$ cat config.mk
export PLATFORM = sky130hd
export DESIGN_NAME = seq_divider
export DESIGN_NICKNAME = d
export VERILOG_FILES = /design/src/rtl/seq_divider_pkg.sv /design/src/rtl/seq_divider_div_step.sv /design/src/rtl/seq_divider.sv
export SDC_FILE = /design/constraint.sdc
export NUM_CORES = 1
export LEC_CHECK = 0
export ABC_CLOCK_PERIOD_IN_PS = 4100
export BUFFER_PORTS_ARGS = -buffer_cell sky130_fd_sc_hd__buf_2
export CORE_UTILIZATION = 50
export CTS_CLUSTER_DIAMETER = 50
export DETAILED_ROUTE_END_ITERATION = 7
export GPL_ROUTABILITY_DRIVEN = 0
export PLACE_DENSITY = 0.72
export SETUP_SLACK_MARGIN = 0.4
export SYNTH_ARGS = -nofsm -noshare
export SYNTH_HDL_FRONTEND = slang
export SYNTH_SLANG_ARGS = --single-unit
$ cat constraint.sdc
create_clock -name clk -period 4.1 [get_ports clk]
set_input_delay 0.41 -clock clk [delete_from_list [all_inputs] [get_ports clk]]
set_output_delay 0.41 -clock clk [all_outputs]
set_load 0.01 [all_outputs]
$ cat src/rtl/seq_divider_pkg.sv
// Shared types and constants for the sequential divider.
// State encoding, default width and iteration counter width.
package seq_divider_pkg;

  localparam int DEF_WIDTH = 8;
  localparam int CNT_W = $clog2(DEF_WIDTH + 1);

  typedef enum logic [1:0] {
    IDLE = 2'd0,
    RUN  = 2'd1,
    DONE = 2'd2
  } state_t;

endpackage

$ cat src/rtl/seq_divider_div_step.sv
// One combinational restoring-division step.
// Shifts msb into the partial remainder and subtracts if it fits.
module div_step #(
  parameter int WIDTH = 8
) (
  input  logic [WIDTH-1:0] rem,
  input  logic             msb,
  input  logic [WIDTH-1:0] divisor,
  output logic [WIDTH-1:0] rem_next,
  output logic             qbit
);

  logic [WIDTH:0] s;

  assign s    = {rem, msb};
  assign qbit = s >= {1'b0, divisor};

  // A fitting difference is below divisor, so the low bits are exact.
  assign rem_next = qbit ? s[WIDTH-1:0] - divisor
                         : s[WIDTH-1:0];

endmodule

$ cat src/rtl/seq_divider.sv
// Multi-cycle restoring unsigned divider, one quotient bit per clock.
// Start/busy/done handshake; results held until the next completion.
module seq_divider
  import seq_divider_pkg::*;
#(
  parameter int WIDTH = DEF_WIDTH
) (
  input  logic               clk,
  input  logic               reset,
  input  logic               start,
  input  logic [2*WIDTH-1:0] dividend,
  input  logic [WIDTH-1:0]   divisor,
  output logic               busy,
  output logic               done,
  output logic [WIDTH-1:0]   quotient,
  output logic [WIDTH-1:0]   remainder,
  output logic               div_zero,
  output logic               overflow
);

  localparam int CW = $clog2(WIDTH + 1);

  state_t           state;
  logic [WIDTH-1:0] rem_w;
  logic [WIDTH-1:0] q_w;
  logic [WIDTH-1:0] dvsr;
  logic [CW-1:0]    cnt;
  logic [WIDTH-1:0] step_rem;
  logic             step_q;
  logic [WIDTH-1:0] hi;
  logic [WIDTH-1:0] lo;

  assign hi = dividend[2*WIDTH-1:WIDTH];
  assign lo = dividend[WIDTH-1:0];

  div_step #(.WIDTH(WIDTH)) u_step (
    .rem      (rem_w),
    .msb      (q_w[WIDTH-1]),
    .divisor  (dvsr),
    .rem_next (step_rem),
    .qbit     (step_q)
  );

  always_ff @(posedge clk) begin
    if (reset) begin
      state     <= IDLE;
      busy      <= 1'b0;
      done      <= 1'b0;
      quotient  <= '0;
      remainder <= '0;
      div_zero  <= 1'b0;
      overflow  <= 1'b0;
      rem_w     <= '0;
      q_w       <= '0;
      dvsr      <= '0;
      cnt       <= '0;
    end else begin
      done <= 1'b0;
      unique case (state)
        IDLE, DONE: begin
          state <= IDLE;
          if (start) begin
            if (divisor == '0) begin
              state     <= DONE;
              done      <= 1'b1;
              quotient  <= '1;
              remainder <= lo;
              div_zero  <= 1'b1;
              overflow  <= 1'b0;
            end else if (hi >= divisor) begin
              // Quotient would need more than WIDTH bits.
              state     <= DONE;
              done      <= 1'b1;
              quotient  <= '1;
              remainder <= '0;
              div_zero  <= 1'b0;
              overflow  <= 1'b1;
            end else begin
              state <= RUN;
              busy  <= 1'b1;
              rem_w <= hi;
              q_w   <= lo;
              dvsr  <= divisor;
              cnt   <= '0;
            end
          end
        end
        RUN: begin
          rem_w <= step_rem;
          q_w   <= {q_w[WIDTH-2:0], step_q};
          cnt   <= cnt + 1'b1;
          if (cnt == CW'(WIDTH - 1)) begin
            state     <= DONE;
            busy      <= 1'b0;
            done      <= 1'b1;
            quotient  <= {q_w[WIDTH-2:0], step_q};
            remainder <= step_rem;
            div_zero  <= 1'b0;
            overflow  <= 1'b0;
          end
        end
        default: state <= IDLE;
      endcase
    end
  end

endmodule

==> results of run 1 <==
## logic make-up after synthesis
| family | synth area share, % |
|---|---|
| and+or+nand+nor | 21.45 |
| AOI/OAI and AO/OA | 27.37 |
| DFF | 35.67 |
| buffers and inverters | 6.241 |
| adders and majority gates | 8.292 |
| xor gates and xnor gates | 0.6243 |
| muxes | 0.3567 |
## area by class of cell
class                   count  area (µm²)  share of cell area, %
repair buffers             48       245.2                  7.769
flip-flops and latches     50        1001                  31.71
well taps                  70       87.58                  2.774
inverters                  19       71.32                  2.259
clock inverters             2       38.79                  1.229
multi-input cells         249        1630                  51.64
clock buffers               6       82.58                  2.616
## cells in the mapped netlist (all sizes together), types with 3 or more instances
library cell | count | area share [%]
nor2 | 15 | 2.0
o21ai | 10 | 1.8
ha | 17 | 7.6
o21a | 5 | 1.3
clkbuf | 11 | 1.5
buf | 9 | 2.2
inv | 19 | 2.5
nand2b | 3 | 0.67
a221oi | 3 | 1.2
and3 | 4 | 0.89
nor3 | 24 | 4.3
a211oi | 12 | 3.2
nand3 | 12 | 2.1
a31oi | 6 | 1.9
dfxtp | 50 | 36
nor2b | 7 | 1.8
o211ai | 3 | 0.80
a21o | 4 | 1.1
a311oi | 18 | 5.6
a21oi | 17 | 3.0
nand2 | 59 | 8.0
## per-layer routing
| layer | global-route usage, % | vias up | part of all wire [%] |
|---|---|---|---|
| met5 | 0 | - | 0 |
| met4 | 8.846 | 0 | 2.0 |
| met3 | 4.167 | 13 | 6.5 |
| met2 | 39.55 | 104 | 46 |
| met1 | 35.32 | 1295 | 45 |
| li1 | - | 1312 | - |
## metrics by stage
stage	hold WS [ns]	worst slack [ns]
after floorplan	0.4363	1.890
after global placement	0.4457	1.471
after detailed placement	0.4498	1.433
after CTS	0.3674	1.660
after global routing	0.3777	1.409
final	0.3696	1.596
## cells in the final DEF, fill, tap and decap left out, types with 2 or more instances in the layout
cell	count
nand2b_1	3
a41o_1	2
o211ai_1	3
dfxtp_1	50
a221oi_1	2
nor3_1	24
inv_1	19
o31ai_1	2
a211oi_1	12
buf_4	2
nor4_1	2
ha_1	17
o211a_1	2
nor2b_1	6
buf_2	46
nand2_1	58
a31oi_1	5
o21a_1	5
and3_1	4
a21o_1	4
a311oi_1	18
nand3_1	12
o21ai_0	9
clkbuf_8	6
a211o_1	2
a21oi_1	17
nor2_1	15
## power by group
part | internal, W | switching, W | leakage [nW]
combinational | 0.000207 | 0.000297 | 0.837
clock | 0.000201 | 0.000169 | 0.0618
sequential | 0.000535 | 0.0000348 | 0.410
## final timing paths
path	start	end	slack, ns
worst max-delay path	dvsr[6]	remainder[1]	1.60
worst min-delay path	divisor[2]	dvsr[2]	0.37
worst max register to register	dvsr[6]	remainder[1]	1.60
worst min register to register	dvsr[6]	dvsr[6]	0.46
## sequential cells by signal (all words and copies together) (netlist names)
register / flops
busy: 1
overflow: 1
done: 1
remainder: 8
div_zero: 1
quotient: 8
rem_w: 8
state: 2
cnt: 4
dvsr: 8
q_w: 8
## worst min-delay path, cell delays in order
cell	delay, ns
buf_2	0.12
nand2_1	0.05
a21oi_1	0.05
==> flow_summary.ini, run 1 <==
[run_status]
status = finished, final reports clean

[timing]
worst_slew_pin_slew_ns = 0.8847
hold_viol_final = 0
fmax_ghz = 0.3994
slew-limit-headroom_pct = 41.02
drv_slew = 0
finalSetupViolCount = 0
fin_crit_ns = 2.504
grt_setup_unrepaired = no
fin_setup_tns_ns = 0
finalCritPeriodShare_pct = 61.06
finClkSkew_ns = 0.01597

[worst_hold_path]
min_path_cells = 3
hold_class = in2reg

[floorplan]
start_util_pct = 53.25
io_pins = 47
core_um2 = 5270
die_y_um = 76.92
die_area_um2 = 5917
rows = 26
fp.dieW_um = 76.92

[global_routing]
grt_usage_pct = 25.42
grt_max_degree = 51
grt_pass1_vias = 2486
antenna_found_initial = 0
grt.overflow.total = 0
grt_pass1_wl_um = 12140

[cells_and_area]
diodes = 0
layout-drive-gt1-share_pct = 17.38
nets = 418
layoutNonFillerInstCount = 444
area_growth_pct = 12.48
fillers = 504
fin_util_pct = 59.90
stdcell_area_um2 = 3157

[placed_design]
io_buffers = 46
dp_cells = 436
postPlaceCellArea_um2 = 3035
hpwl_um = 5198

[yosys]
netlist_instances = 338
synthFlopType = dfxtp_1
synth_area_um2 = 2806
synth_fp_nets = 383
yosysSeqAreaShare_pct = 35.67
ys_ff_latch = 50
synth_cell_types = 53
synth_edf_count = 0
yosysWarningCount = 0
synth_async_sr_flop_share_pct = 0
syn_area_per_cell_um2 = 8.303

[worst_setup_path]
critPathMaxStageDelay_ns = 0.64
path_depth = 7
cp.arrival_ns = 2.64
crit_family = compound AO/OA/AOI/OAI gates
slowest_stage = a211oi_1
crit_path_max_fanout = 7
rr_worst_depth = 7
cp_cell_sequence = inv_1 > ha_1 > a21o_1 > a211oi_1 > nand2_1 > o211ai_1 > a311oi_1
required_ns = 4.24
cp-end-kind = flip-flop
path_class = reg2reg
cp-start-kind = flip-flop
path_buf_inv = 1

[clocking]
clk_latency_ns = 0.31
cts.sinks = 50
cts_resized = 0
clk_path_buf_depth = 2
root_buffer = clkbuf_8
cts_setup_buffers = 0
htreeDepth = 2
cts_inserted_buffers = 5
clk_pin_slew_ns = 0.09
cts_tree = yes
cts-hold-fix-buffers = 0

[pwr]
peakVddDrop_uv = 181.7
leakage_nw = 1.309
p_per_area_nw_per_um2 = 457.3
p_total_w = 0.001444

[drt]
via_count = 2724
wl_per_cell_um = 16.09
viasPerCell = 6.135
postRouteAntennaNets = 0
wl_um = 7142
drtIter0Drc = 221
dr.pass1.iters = 4
drc = 0

[flow_run]
maxCapViolCount = 0
(Power assumes the default switching activity.)
==> run 2: changes to the inputs <==
- ABC_CLOCK_PERIOD_IN_PS: 4100 -> 2100
- PLACE_DENSITY: 0.72 -> 0.75
- clock period: 4.1 -> 2.1 ns (I/O delays scaled with it)
==> run 2 against run 1 <==
Compared with the run above:
- the run now ends with negative setup slack left
- non-clock buffer count rose by 49
- sequential share of layout area fell by 6.8 points
- via count rose by 11%
- setup slack got worse by 1.7 ns
- worst hold slack got worse by 0.22 ns
==> flow_summary.ini, run 2 (synthesis gave the netlist of run 1 again) <==
[run_status]
status = complete, but fails checks
violations = negative setup slack

[floorplan]
core_um2 = 5270
fp.dieW_um = 76.92
rows = 26
start_util_pct = 53.25
die_area_um2 = 5917
io_pins = 47
die_y_um = 76.92

[timing]
drv_slew = 0
fin_setup_tns_ns = -0.6375
hold_viol_final = 0
finalCritPeriodShare_pct = 104.4
finClkSkew_ns = 0.006139
fmax_ghz = 0.4560
worst_slew_pin_slew_ns = 0.7410
fin_crit_ns = 2.193
slew-limit-headroom_pct = 50.60
worst_slack_ns = -0.09316
finalSetupViolCount = 13
grt_setup_unrepaired = yes

[worst_hold_path]
worstHoldEndpoint = dvsr[5]
min_path_cells = 3
hold_start = divisor[5]
hold_class = in2reg

[drt]
dr.pass1.iters = 5
wl_um = 8795
postRouteAntennaNets = 0
drc = 0
viasPerCell = 6.115
wl_per_cell_um = 17.80
via_count = 3021
drtIter0Drc = 271

[clocking]
cts_tree = yes
clk_latency_ns = 0.31
clk_pin_slew_ns = 0.10
root_buffer = clkbuf_8
htreeDepth = 2
cts_inserted_buffers = 5
cts-hold-fix-buffers = 0
cts.sinks = 50
clk_path_buf_depth = 2

[worst_setup_path]
cp.arrival_ns = 2.42
worst-r2r-setup-slack_ns = -0.09
cp-start-kind = flip-flop
crit_path_max_fanout = 4
crit_family = compound AO/OA/AOI/OAI gates
path_buf_inv = 2
cp-end-kind = flip-flop
cp_cell_sequence = inv_2 > ha_4 > nor2b_4 > o31a_4 > o311ai_4 > buf_4 > and3_1 > o21ai_1 > a311oi_1
rr_worst_depth = 9
required_ns = 2.33
path_class = reg2reg
worstReg2RegEnd = remainder[3]
critPathMaxStageDelay_ns = 0.36
r2r-start = dvsr[1]
slowest_stage = o31a_4

[cells_and_area]
final_common_cell = dfxtp_1
nets = 468
diodes = 0
layout-drive-gt1-share_pct = 43.87
final_cell_mix = dfxtp_1, nand2_1, buf_2, buf_4, nor3_1
layoutNonFillerInstCount = 494
area_growth_pct = 43.60

[placed_design]
dp_cells = 473
hpwl_um = 5625
io_buffers = 46

[global_routing]
grt_use_met2_pct = 46.34
grt_pass1_vias = 2788
grt_max_degree = 39
grt_pass1_wl_um = 13610
grt_usage_pct = 28.96
met3_usage_pct = 4.643
grt.overflow.total = 0
grtUsageMet1_pct = 38.47
top_usage_layer = met2
antenna_found_initial = 0

[flow_run]
maxCapViolCount = 0

[pwr]
peakVddDrop_uv = 522.7
p_per_area_nw_per_um2 = 864.8
leakage_nw = 1.661
[run 2: repair_timing]
| action | in CTS | in global routing |
|---|---|---|
| setup endpoints to repair | 19 | 42 |
| gates cloned | 1 | 2 |
| setup buffers | 5 | 5 |
| pin swaps | 17 | 31 |
| resized for setup | 33 | 59 |
[run 2: tightest hold or removal path, delay by kind of cell]
family / cells / cell delay [ns]
compound gates: 1 / 0.05
buf+inv: 1 / 0.11
simple gates: 1 / 0.07
[run 2: through the flow]
step | util (%) | area, µm² | hold WS (ns) | power (W) | setup slack [ns]
final | 76.47 | 4030 | 0.1538 | 0.003485 | -0.09316
after global routing | 76.47 | 4030 | 0.1573 | 0.003646 | -0.1633
after CTS | 71.37 | 3761 | 0.1444 | 0.003219 | -0.09945
after detailed placement | 65.08 | 3430 | 0.4584 | 0.002355 | -0.07560
after global placement | 65.08 | 3430 | 0.4470 | 0.002329 | -0.08711
after floorplan | - | 2908 | 0.3384 | 0.001912 | 0.008508
[run 2: layout make-up]
cell class                      count  area [µm²]
Multi-Input combinational cell    250        2017
Timing Repair Buffer               97       720.7
Clock inverter                      2       38.79
Sequential cell                    50        1005
Inverter                           19       78.83
Clock buffer                        6       82.58
Fill cell                         343        1240
Tap cell                           70       87.58
[run 2: power by group]
group / total, W / switching (W) / internal (W)
Sequential: 0.00111 / 0.0000661 / 0.00105
Clock: 0.000743 / 0.000351 / 0.000392
Combinational: 0.00163 / 0.000835 / 0.000796
[run 2: worst max-delay path by stage]
stage,start,endpoint,slack [ns],depth (start not counted)
after floorplan,dvsr[1],remainder[5],0.009,8
after global placement,divisor[7],q_w[7],-0.09,10
after detailed placement,dvsr[1],remainder[5],-0.08,8
after CTS,dvsr[1],remainder[5],-0.1,8
after global routing,dvsr[3],rem_w[7],-0.16,9
final,dvsr[1],remainder[3],-0.09,9
[run 2: per-layer routing]
layer / vias up / part of all wire, %
met1: 1436 / 42
li1: 1408 / -
met2: 147 / 49
met3: 30 / 6.1
met5: - / 0
met4: 0 / 3.5
==> run 3: changes to the inputs <==
- PLACE_DENSITY: 0.75 -> 0.74
- SKIP_CTS_REPAIR_TIMING: not set -> 1
- SLEW_MARGIN: not set -> 20
==> run 3 against run 2 <==
Compared with the run above:
- the flow still finishes with violations (negative setup slack)
- wire length up 0.85%
- first-iteration DRC count up 1.1%
- sequential share of layout area up 0.53 points
- flip-flop and latch count unchanged
- register-to-register slack worse by 0.14 ns
- fmax down 6.0%
- combinational power about the same
- core utilization down 1.7 points
- clock power down 17%
- critical endpoint is now remainder[4]
- global-route usage down 1.4 points
- largest cell class unchanged
==> flow_summary.ini, run 3 (synthesis gave the netlist of run 1 again) <==
[run_status]
status = complete, but fails checks
violations = negative setup slack

[placed_design]
postPlaceCellArea_um2 = 3437
io_buffers = 46
hpwl_um = 5877

[worst_setup_path]
crit_path_max_fanout = 3
critPathMaxStageDelay_ns = 0.35
cp-end-kind = flip-flop
required_ns = 2.33
path_class = reg2reg
cp-start-kind = flip-flop
cp_cell_sequence = inv_2 > ha_4 > nor2b_4 > o31a_4 > buf_4 > o311ai_4 > buf_4 > and3_4 > o21ai_2 > a311oi_1
slowest_stage = o31a_4
cp.arrival_ns = 2.56
cp_common_cell = buf_4

[pwr]
p_total_w = 0.003353
p_sw_w = 0.001245
netSwitchingFraction_pct = 37.12
peakVddDrop_uv = 543.2
p_per_area_nw_per_um2 = 850.7
pwr-share-clk_pct = 18.4
combPwrFrac_pct = 48.5
p_int_w = 0.002108
leakage_nw = 1.647
seqPwrFrac_pct = 33.1

[drt]
via_count = 3036
postRouteAntennaNets = 0
viasPerCell = 6.171
drc = 0
wl_per_cell_um = 18.03
drtIter0Drc = 274
wl_um = 8870
dr.pass1.iters = 4

[timing]
fin_crit_ns = 2.333
worst_slack_ns = -0.2329
grt_setup_unrepaired = yes
finalCritPeriodShare_pct = 111.1
finClkSkew_ns = 0.006788
drv_slew = 0
fin_setup_tns_ns = -2.701
fmax_ghz = 0.4287
worst_slew_pin_slew_ns = 0.5234
slew-limit-headroom_pct = 64.78
holdWs_ns = 0.1520
hold_viol_final = 0
finalSetupViolCount = 18

[clocking]
root_buffer = clkbuf_8
cts_tree = yes
clk_path_buf_depth = 2
htreeDepth = 2
cts_inserted_buffers = 5
clk_pin_slew_ns = 0.10
cts.sinks = 50
clk_latency_ns = 0.31

[global_routing]
grt_max_degree = 27
grt.overflow.total = 0
antenna_found_initial = 0
grt_pass1_wl_um = 12910
grt_usage_pct = 27.55
grt_pass1_vias = 2659

[cells_and_area]
area_growth_pct = 40.44
fin_util_pct = 74.79
multiInputGateArea_um2 = 1957
nets = 466
fillers = 369
final_cell_mix = dfxtp_1, nand2_1, buf_2, buf_4, nor3_1
final_common_cell = dfxtp_1
stdcell_area_um2 = 3941
layout-drive-gt1-share_pct = 40.28
register_area_um2 = 1003
diodes = 0

[floorplan]
fp.dieW_um = 76.92
io_pins = 47
die_y_um = 76.92
core_um2 = 5270
die_area_um2 = 5917
rows = 26
start_util_pct = 53.25

[flow_run]
maxCapViolCount = 0

[worst_hold_path]
hold_class = in2reg
[run 3: metal layers]
metal / vias up / global-route usage, % / part of all wire, %
met5: - / 0 / 0
li1: 1417 / - / -
met2: 110 / 44.55 / 48
met4: 0 / 8.269 / 2.5
met3: 20 / 4.167 / 4.6
met1: 1489 / 37.61 / 45
[run 3: through the flow]
stage,worst slack (ns),cells
6_report,-0.2329,492
5_1_grt,-0.2962,492
4_1_cts,-0.1359,482
3_5_place_dp,-0.1272,474
3_3_place_gp,-0.04812,474
2_1_floorplan,0.008508,338
[run 3: power groups by stage]
stage          logic (W)  clock network, W  registers (W)
2_1_floorplan   0.000781                 0        0.00113
3_3_place_gp     0.00123                 0        0.00112
3_5_place_dp     0.00126                 0        0.00112
4_1_cts          0.00128          0.000620        0.00110
5_1_grt          0.00172          0.000650        0.00112
6_report         0.00163          0.000616        0.00111
[run 3: critical path: cells and delay by family (launching register included)]
kind	cells	cell delay, ns
DFF	1	0.34
AOI/OAI and AO/OA	4	1.01
buffers and inverters	3	0.38
and+or+nand+nor	2	0.32
adders and majority gates	1	0.21
[run 3: final cells by class]
| type | count | area share (%) |
|---|---|---|
| clock inverter | 2 | 0.4127 |
| inverter | 19 | 2.000 |
| clock buffer | 6 | 2.095 |
| tap | 70 | 2.222 |
| multi-input combinational | 249 | 49.65 |
| timing repair buffer | 96 | 18.16 |
| sequential | 50 | 25.46 |
[run 3: worst paths after layout]
kind              start           end  slack (ns)  cells past startpoint
max             dvsr[1]  remainder[4]       -0.23                     10
min          divisor[5]       dvsr[5]        0.15                      3
max reg2reg     dvsr[1]  remainder[4]       -0.23                     10
min reg2reg     dvsr[2]       dvsr[2]        0.48                      2
